--- config.mk ---
export PLATFORM = sky130hd
export DESIGN_NAME = pe_accum_f32
export DESIGN_NICKNAME = d
export VERILOG_FILES = /design/src/rtl/pe_accum_f32_pkg.sv /design/src/rtl/pe_accum_f32_fp_align_add.sv /design/src/rtl/pe_accum_f32.sv
export SDC_FILE = /design/constraint.sdc
export NUM_CORES = 1
export LEC_CHECK = 0
export BUFFER_PORTS_ARGS = -buffer_cell sky130_fd_sc_hd__buf_2
export CAP_MARGIN = 15
export CORE_ASPECT_RATIO = 1.2
export CORE_UTILIZATION = 30
export CTS_CLUSTER_DIAMETER = 40
export DETAILED_ROUTE_END_ITERATION = 10
export GPL_TIMING_DRIVEN = 0
export SLEW_MARGIN = 0
export SYNTH_ARGS = -nofsm -noshare
export SYNTH_HDL_FRONTEND = slang
export SYNTH_HIERARCHICAL = 1
export SYNTH_SLANG_ARGS = --single-unit
--- constraint.sdc ---
create_clock -name clk -period 8.2 [get_ports clk]
set_clock_uncertainty 0.1 [all_clocks]
set_input_delay 0.41 -clock clk [delete_from_list [all_inputs] [get_ports clk]]
set_output_delay 0.41 -clock clk [all_outputs]
set_load 0.005 [all_outputs]
--- src/rtl/pe_accum_f32_pkg.sv ---
// Shared float32 field positions, FSM encoding and small helpers for the PE
// accumulator and its align/add datapath.
package pe_accum_f32_pkg;

    localparam int FP_SIGN    = 31;
    localparam int FP_EXP_MSB = 30;
    localparam int FP_EXP_LSB = 23;
    localparam int FP_MAN_MSB = 22;
    localparam int FP_MAN_LSB = 0;

    localparam logic [7:0]  FP_EXP_MAX = 8'd254;
    localparam logic [30:0] FP_SAT_MAG = 31'h7F7FFFFF;

    typedef enum logic [2:0] {
        ST_IDLE  = 3'd0,
        ST_ALIGN = 3'd1,
        ST_ADD   = 3'd2,
        ST_NORM  = 3'd3,
        ST_WRITE = 3'd4,
        ST_DONE  = 3'd5
    } state_t;

    // X is the larger-magnitude operand; my is already shifted into X's exponent.
    typedef struct packed {
        logic        sign;
        logic [7:0]  exp;
        logic [23:0] mx;
        logic [23:0] my;
        logic        sub;
    } aligned_t;

    function automatic logic fp_is_zero(input logic [31:0] f);
        return (f[FP_EXP_MSB:FP_EXP_LSB] == 8'd0);
    endfunction

    function automatic logic [23:0] fp_mant(input logic [31:0] f);
        return {1'b1, f[FP_MAN_MSB:FP_MAN_LSB]};
    endfunction

endpackage

--- src/rtl/pe_accum_f32_fp_align_add.sv ---
// Combinational operand ordering, exponent alignment and mantissa add/sub.
// The caller registers the aligned operands and the raw sum in separate cycles.
module fp_align_add
    import pe_accum_f32_pkg::*;
(
    input  logic [31:0] a,
    input  logic [31:0] b,
    input  aligned_t    al,
    output logic        bypass,
    output logic [31:0] bypass_val,
    output aligned_t    al_o,
    output logic [24:0] sum
);

    logic        a_zero_s;
    logic        b_zero_s;
    logic        a_big_s;
    logic [31:0] x_s;
    logic [31:0] y_s;
    logic [7:0]  diff_s;
    logic [23:0] my_full_s;

    // Zero bypass, ordering by magnitude and right-shift alignment of Y.
    always_comb begin
        a_zero_s = fp_is_zero(a);
        b_zero_s = fp_is_zero(b);
        bypass   = a_zero_s | b_zero_s;
        if (a_zero_s) begin
            if (b_zero_s) begin
                bypass_val = 32'd0;
            end else begin
                bypass_val = b;
            end
        end else begin
            bypass_val = a;
        end

        a_big_s = (a[FP_EXP_MSB:FP_EXP_LSB] > b[FP_EXP_MSB:FP_EXP_LSB]) ||
                  ((a[FP_EXP_MSB:FP_EXP_LSB] == b[FP_EXP_MSB:FP_EXP_LSB]) &&
                   (a[FP_MAN_MSB:FP_MAN_LSB] >= b[FP_MAN_MSB:FP_MAN_LSB]));
        if (a_big_s) begin
            x_s = a;
            y_s = b;
        end else begin
            x_s = b;
            y_s = a;
        end

        diff_s    = x_s[FP_EXP_MSB:FP_EXP_LSB] - y_s[FP_EXP_MSB:FP_EXP_LSB];
        my_full_s = fp_mant(y_s);

        al_o.sign = x_s[FP_SIGN];
        al_o.exp  = x_s[FP_EXP_MSB:FP_EXP_LSB];
        al_o.mx   = fp_mant(x_s);
        al_o.sub  = x_s[FP_SIGN] ^ y_s[FP_SIGN];
        if (diff_s >= 8'd24) begin
            al_o.my = 24'd0;
        end else begin
            al_o.my = my_full_s >> diff_s;
        end
    end

    // mx >= my after ordering, so the subtraction never goes negative.
    always_comb begin
        if (al.sub) begin
            sum = {1'b0, al.mx} - {1'b0, al.my};
        end else begin
            sum = {1'b0, al.mx} + {1'b0, al.my};
        end
    end

endmodule

--- src/rtl/pe_accum_f32.sv ---
// Sequential float32 accumulator: sums N_TERMS products through an iterative
// align/add/normalise datapath and offers the sum on a valid/ready port.
module pe_accum_f32
    import pe_accum_f32_pkg::*;
#(
    parameter int N_TERMS = 9,
    parameter int CNT_W   = $clog2(N_TERMS + 1)
) (
    input  logic             clk,
    input  logic             rst_n,
    input  logic             in_valid,
    output logic             in_ready,
    input  logic [31:0]      in_data,
    input  logic             flush,
    output logic             out_valid,
    input  logic             out_ready,
    output logic [31:0]      out_data,
    output logic [CNT_W-1:0] out_count
);

    localparam logic signed [9:0] EXP_MAX_S = $signed({2'b00, FP_EXP_MAX});
    localparam logic signed [9:0] EXP_MIN_S = 10'sd1;

    state_t            state_r;
    state_t            state_nxt;
    logic [31:0]       a_r;
    logic [31:0]       b_r;
    aligned_t          al_r;
    logic [24:0]       m_r;
    logic signed [9:0] exp_r;
    logic              sign_r;
    logic [31:0]       res_r;
    logic [31:0]       acc_r;
    logic [CNT_W-1:0]  count_r;

    logic              in_ready_r;
    logic              out_valid_r;
    logic [31:0]       out_data_r;
    logic [CNT_W-1:0]  out_count_r;

    logic              bypass_s;
    logic [31:0]       bypass_val_s;
    aligned_t          al_s;
    logic [24:0]       sum_s;
    logic              accept_s;
    logic              last_term_s;
    logic              norm_done_s;
    logic [31:0]       norm_res_s;
    logic [31:0]       acc_nxt_s;
    logic [CNT_W-1:0]  count_nxt_s;
    logic              in_ready_nxt_s;
    logic              out_valid_nxt_s;
    logic [31:0]       out_data_nxt_s;
    logic [CNT_W-1:0]  out_count_nxt_s;

    fp_align_add u_align_add (
        .a          (a_r),
        .b          (b_r),
        .al         (al_r),
        .bypass     (bypass_s),
        .bypass_val (bypass_val_s),
        .al_o       (al_s),
        .sum        (sum_s)
    );

    assign accept_s    = in_valid & (state_r == ST_IDLE);
    assign last_term_s = ((count_r + CNT_W'(1)) == CNT_W'(N_TERMS));
    assign norm_done_s = (m_r[24:23] == 2'b01);

    // Final packing once the mantissa is normalised, with exponent range checks.
    always_comb begin
        if (m_r == 25'd0) begin
            norm_res_s = 32'd0;
        end else if (exp_r > EXP_MAX_S) begin
            norm_res_s = {sign_r, FP_SAT_MAG};
        end else if (exp_r < EXP_MIN_S) begin
            norm_res_s = 32'd0;
        end else begin
            norm_res_s = {sign_r, exp_r[7:0], m_r[22:0]};
        end
    end

    // State register.
    always_ff @(posedge clk) begin
        if (!rst_n) begin
            state_r <= ST_IDLE;
        end else begin
            state_r <= state_nxt;
        end
    end

    // Next-state logic; an accepted product takes priority over flush.
    always_comb begin
        state_nxt = state_r;
        case (state_r)
            ST_IDLE: begin
                if (accept_s) begin
                    state_nxt = ST_ALIGN;
                end else if (flush && (count_r != {CNT_W{1'b0}})) begin
                    state_nxt = ST_DONE;
                end else begin
                    state_nxt = ST_IDLE;
                end
            end
            ST_ALIGN: begin
                if (bypass_s) begin
                    state_nxt = ST_WRITE;
                end else begin
                    state_nxt = ST_ADD;
                end
            end
            ST_ADD:   state_nxt = ST_NORM;
            ST_NORM: begin
                if ((m_r == 25'd0) || norm_done_s) begin
                    state_nxt = ST_WRITE;
                end else begin
                    state_nxt = ST_NORM;
                end
            end
            ST_WRITE: begin
                if (last_term_s) begin
                    state_nxt = ST_DONE;
                end else begin
                    state_nxt = ST_IDLE;
                end
            end
            ST_DONE: begin
                if (out_ready) begin
                    state_nxt = ST_IDLE;
                end else begin
                    state_nxt = ST_DONE;
                end
            end
            default:  state_nxt = ST_IDLE;
        endcase
    end

    // Output decode from the next state so the port values are registered.
    always_comb begin
        acc_nxt_s   = acc_r;
        count_nxt_s = count_r;
        case (state_r)
            ST_WRITE: begin
                acc_nxt_s   = res_r;
                count_nxt_s = count_r + CNT_W'(1);
            end
            ST_DONE: begin
                if (out_ready) begin
                    acc_nxt_s   = 32'd0;
                    count_nxt_s = {CNT_W{1'b0}};
                end else begin
                    acc_nxt_s   = acc_r;
                    count_nxt_s = count_r;
                end
            end
            default: begin
                acc_nxt_s   = acc_r;
                count_nxt_s = count_r;
            end
        endcase

        in_ready_nxt_s  = (state_nxt == ST_IDLE);
        out_valid_nxt_s = (state_nxt == ST_DONE);
        if (state_nxt == ST_DONE) begin
            out_data_nxt_s  = acc_nxt_s;
            out_count_nxt_s = count_nxt_s;
        end else begin
            out_data_nxt_s  = 32'd0;
            out_count_nxt_s = {CNT_W{1'b0}};
        end
    end

    // Datapath registers; NORM shifts one bit per cycle until bit 23 is the leading one.
    always_ff @(posedge clk) begin
        if (!rst_n) begin
            a_r     <= 32'd0;
            b_r     <= 32'd0;
            al_r    <= '{sign: 1'b0, exp: 8'd0, mx: 24'd0, my: 24'd0, sub: 1'b0};
            m_r     <= 25'd0;
            exp_r   <= 10'sd0;
            sign_r  <= 1'b0;
            res_r   <= 32'd0;
            acc_r   <= 32'd0;
            count_r <= {CNT_W{1'b0}};
        end else begin
            acc_r   <= acc_nxt_s;
            count_r <= count_nxt_s;
            case (state_r)
                ST_IDLE: begin
                    if (accept_s) begin
                        a_r <= acc_r;
                        b_r <= in_data;
                    end else begin
                        a_r <= a_r;
                        b_r <= b_r;
                    end
                end
                ST_ALIGN: begin
                    al_r  <= al_s;
                    res_r <= bypass_val_s;
                end
                ST_ADD: begin
                    m_r    <= sum_s;
                    exp_r  <= $signed({2'b00, al_r.exp});
                    sign_r <= al_r.sign;
                end
                ST_NORM: begin
                    if ((m_r == 25'd0) || norm_done_s) begin
                        res_r <= norm_res_s;
                    end else if (m_r[24]) begin
                        m_r   <= m_r >> 1;
                        exp_r <= exp_r + 10'sd1;
                    end else begin
                        m_r   <= m_r << 1;
                        exp_r <= exp_r - 10'sd1;
                    end
                end
                default: begin
                    res_r <= res_r;
                end
            endcase
        end
    end

    // Registered handshake and result ports.
    always_ff @(posedge clk) begin
        if (!rst_n) begin
            in_ready_r  <= 1'b1;
            out_valid_r <= 1'b0;
            out_data_r  <= 32'd0;
            out_count_r <= {CNT_W{1'b0}};
        end else begin
            in_ready_r  <= in_ready_nxt_s;
            out_valid_r <= out_valid_nxt_s;
            out_data_r  <= out_data_nxt_s;
            out_count_r <= out_count_nxt_s;
        end
    end

    assign in_ready  = in_ready_r;
    assign out_valid = out_valid_r;
    assign out_data  = out_data_r;
    assign out_count = out_count_r;

endmodule
==> metrics.md <==
| Metric | Value |
|---|---|
| Area after DPL | `17100 um2` |
| Total power | `4.36 mW` |
| Die ar. | `53900 um2` |
| Core area | `52400 um2` |
| First-pass GRT wire length | `92200 um` |
| Initial Util | `30.3%` |
| Total congestion overflow | `0` |
| P&R area growth vs syn | `16.1%` |
| DRT Pass-1 Iters | `5` |
| Worst r2r src | `b_r[26]` |
| Cell Area, Synth | `about 16000 um2` |
| Htree depth | `2` |
| Final instance area | `18400 um2` |
| Largest family of logic cells by synthesized area | `simple AND/OR/NAND/NOR gates` |
| Post-Synth XOR/XNOR Area | `under 10%` |
| R2R depth | `22` |
| Num ports | `75` |
| Compound-Gate Fraction of Synth Area | `22.8%` |
| # rows | `92` |
| Area leader, netlist | `dfxtp_1` |
| Maximum VDD drop | `around 180 uV` |
| Worst Setup Path Type | `reg2reg` |
| Post-synth EDFFs | `0` |
| Max Freq | `156 MHz` |
| Leakage | `approximately 6.5 nW` |
| Worst slew margin | `29.2%` |
| Max-slew violations | `0` |
| Grt met1 use | `26.5%` |
| Fin crit period | `approximately 6400 ps` |
| Via-to-Cell Ratio | `5.60` |
| Mux cell area share after synthesis | `about 6.4%` |
| Reg2reg setup slack | `1790 ps` |
| Total negative slack | `0 ps` |
| Async SR Flop Fraction | `0%` |
| Global Route Usage Sum | `22.4%` |
| Nets | `between 2000 and 2500` |
| # setup viols final | `0` |
| PD cells | `236 nW/um2` |
| Worst-path fanout max | `10` |
| Post-CTS sizing | `0` |
| Area of the multi-input gates | `roughly 9600 um2` |
| Antenna violations before repair | `0` |
| Worst slack, placed | `1800 ps` |
| Seq cells post-synth | `267` |
| DIE WIDTH | `212 um` |
| Yosys cell types | `82` |
| Mean Syn Cell Area | `around 7.7 um2` |
| Class of the worst hold path | `in2reg` |
| Fin cells | `2911` |
| Synth Area in Simple Gates | `23.0%` |
| Post-CTS Setup Inserts | `0` |
| Critical Path RT | `8560 ps` |
| N_diodes | `0` |
| # fillers | `5542` |
| Setup WS post-layout | `about 1800 ps` |
| Worst Tran Pin Value | `1060 ps` |
| TritonCTS clock tree | `yes` |
| Clock latency at the later pin of the worst-skew pair | `around 550 ps` |
| Worst setup path endpoint | `al_r[7]` |
| Global route hottest layer | `met2` |
| Met2 GRT Util | `38.4%` |
| Routed wire length | `slightly above 60000 um` |
| Post-synthesis sequential area ratio | `33.7%` |
| GRT met3 Usage | `3.04%` |
| Final hold vios | `0` |
| CP startpoint kind | `flop` |
| R2R Path End | `al_r[7]` |
| Core Util, Final | `35.2%` |
| Ys flop type | `dfxtp_1` |
| Post-Synthesis Cells | `2063` |
| Layout cell share with drive strength beyond 1 | `10.4%` |
| Number of global-route vias before repair | `15600` |
| Status | `completed` |
| Clock Path Buffers | `3` |
| Final period util | `78.2%` |
| Crit path arrival time | `6770 ps` |
| Max Cap Viol | `0` |
| Vias | `16300` |
| Ys Warns | `6` |
| Clock Sinks | `roughly 270` |
| Drt drc | `0` |
| Unrepaired setup endpoints after global routing | `false` |
| Critical Path Start | `b_r[26]` |
| Placed insts | `2842` |
| WHS | `about 12 ps` |
| Synth top area cells | `dfxtp_1 34%, nand2_1 10%, a21oi_1 6.9%` |
| Dpl hpwl | `approximately 48000 um` |
| Storage cell area | `about 5300 um2` |
| CTS root buffer | `clkbuf_16` |
| Critical path capture point type | `flop` |
| 1st-iter DRT viols | `1662` |
| GP Congestion | `~0.94` |
| Yosys top cell area share | `33.7%` |
| Adder-cell share of the synthesized area | `5.09%` |
| Post-route antenna net violation count | `0` |
| WL per Instance | `21.0 um` |
| PortBufs | `74` |
| Die Ht | `254 um` |
| Worst-path clk slew | `60 ps` |
| Num CTS Buffers | `34` |
| Mapped Nets | `2164` |
| Largest net degree at the start of global routing | `15` |
==> cell usage after synthesis, types with 20 or more instances <==
library cell,count
mux4_2,21
dfxtp_1,267
a21oi_1,218
buf_2,25
nor4_1,45
nand2_1,440
a22oi_1,40
ha_1,63
o2111ai_1,30
xnor2_1,44
inv_1,61
o211ai_1,37
nor3_1,66
clkbuf_1,120
nand3_1,61
o21ai_0,84
mux2i_1,47
nor2_1,104
a311oi_1,34
a21o_1,20
==> sequential cells by signal, summed over array words and instances, names as in the netlist, 10 cells and up <==
register  cells
exp_r        10
acc_r        32
m_r          25
b_r          32
al_r         58
res_r        32
out_data     32
a_r          32
==> critical path, cell delays in order, from the launching register on <==
cell and delay (ps):
dfxtp_1 490, inv_1 200, ha_1 310, buf_2 220, nand4_1 200, nor4_2 440
o2111ai_2 220, buf_6 210, nand2_4 120, buf_6 160, buf_2 260, clkbuf_1 520
a21oi_1 150, ha_1 360, clkbuf_1 440, clkbuf_1 480, nand2_1 170, o221a_2 360
mux2i_1 180, mux2i_1 100, a211oi_1 350, nand2_1 140, a21oi_1 140
==> power by group <==
part | internal (mW) | leakage [nW] | total (mW) | switching, mW
sequential | 1.35 | 2.16 | 1.40 | 0.0560
combinational | 0.481 | 3.71 | 1.33 | 0.847
clock | 0.974 | 0.607 | 1.63 | 0.651
==> cell families after synthesis <==
logic type,count (synthesis)
buf+inv,228
compound gates,564
fa+ha+maj,64
other cells,1
mux,75
xor+xnor,53
simple gates,811
flops,267
==> cell type report <==
type,count,share of cell area [%]
plain buffers,166,3.91
clock buffers,43,5.12
well taps,705,4.78
repair buffers,81,2.39
flip-flops and latches,267,29.0
clock inverters,19,1.61
inverters,62,1.26
multi-input cells,1568,51.9
==> what timing repair did <==
action,in CTS,in global routing
setup endpoints to repair,0,0
endpoints found under the hold margin,7,0
hold buffers,7,0
==> metal layers <==
layer	up-vias	wire, um
met4	0	3710
li1	7671	-
met5	-	0
met3	183	4080
met2	696	29500
met1	7765	23800
==> worst min-delay path by stage <==
| stage | from | to | slack, ps | depth (start not counted) |
|---|---|---|---|---|
| after global routing | in_data[31] | b_r[31] | 20 | 3 |
| after detailed placement | al_r[48] | al_r[48] | 350 | 2 |
| after CTS | in_data[31] | b_r[31] | 0.1 | 3 |
| after global placement | al_r[25] | al_r[25] | 350 | 2 |
| final | in_data[31] | b_r[31] | 10 | 3 |
| after floorplan | acc_r[0] | a_r[0] | 330 | 2 |
==> cells in the final DEF, fill, tap and decap left out, drive strengths merged, types with 9 or more instances in the layout <==
| master | synthesis | layout |
|---|---|---|
| a211oi | 18 | 18 |
| a21o | 20 | 20 |
| a21oi | 219 | 219 |
| a22oi | 40 | 40 |
| a311oi | 34 | 34 |
| a31oi | 16 | 16 |
| and2 | 10 | 10 |
| buf | 46 | 120 |
| clkbuf | 120 | 163 |
| dfxtp | 267 | 267 |
| ha | 63 | 63 |
| inv | 62 | 70 |
| mux2i | 47 | 47 |
| mux4 | 21 | 21 |
| nand2 | 441 | 441 |
| nand2b | 10 | 10 |
| nand3 | 61 | 61 |
| nand4 | 13 | 13 |
| nor2 | 106 | 106 |
| nor3 | 69 | 69 |
| nor4 | 47 | 47 |
| o2111ai | 31 | 31 |
| o211ai | 37 | 37 |
| o21a | 9 | 9 |
| o21ai | 87 | 87 |
| or3 | 14 | 14 |
| xnor2 | 44 | 44 |
| xor2 | 9 | 9 |
Power figures use the tool's default switching activity.
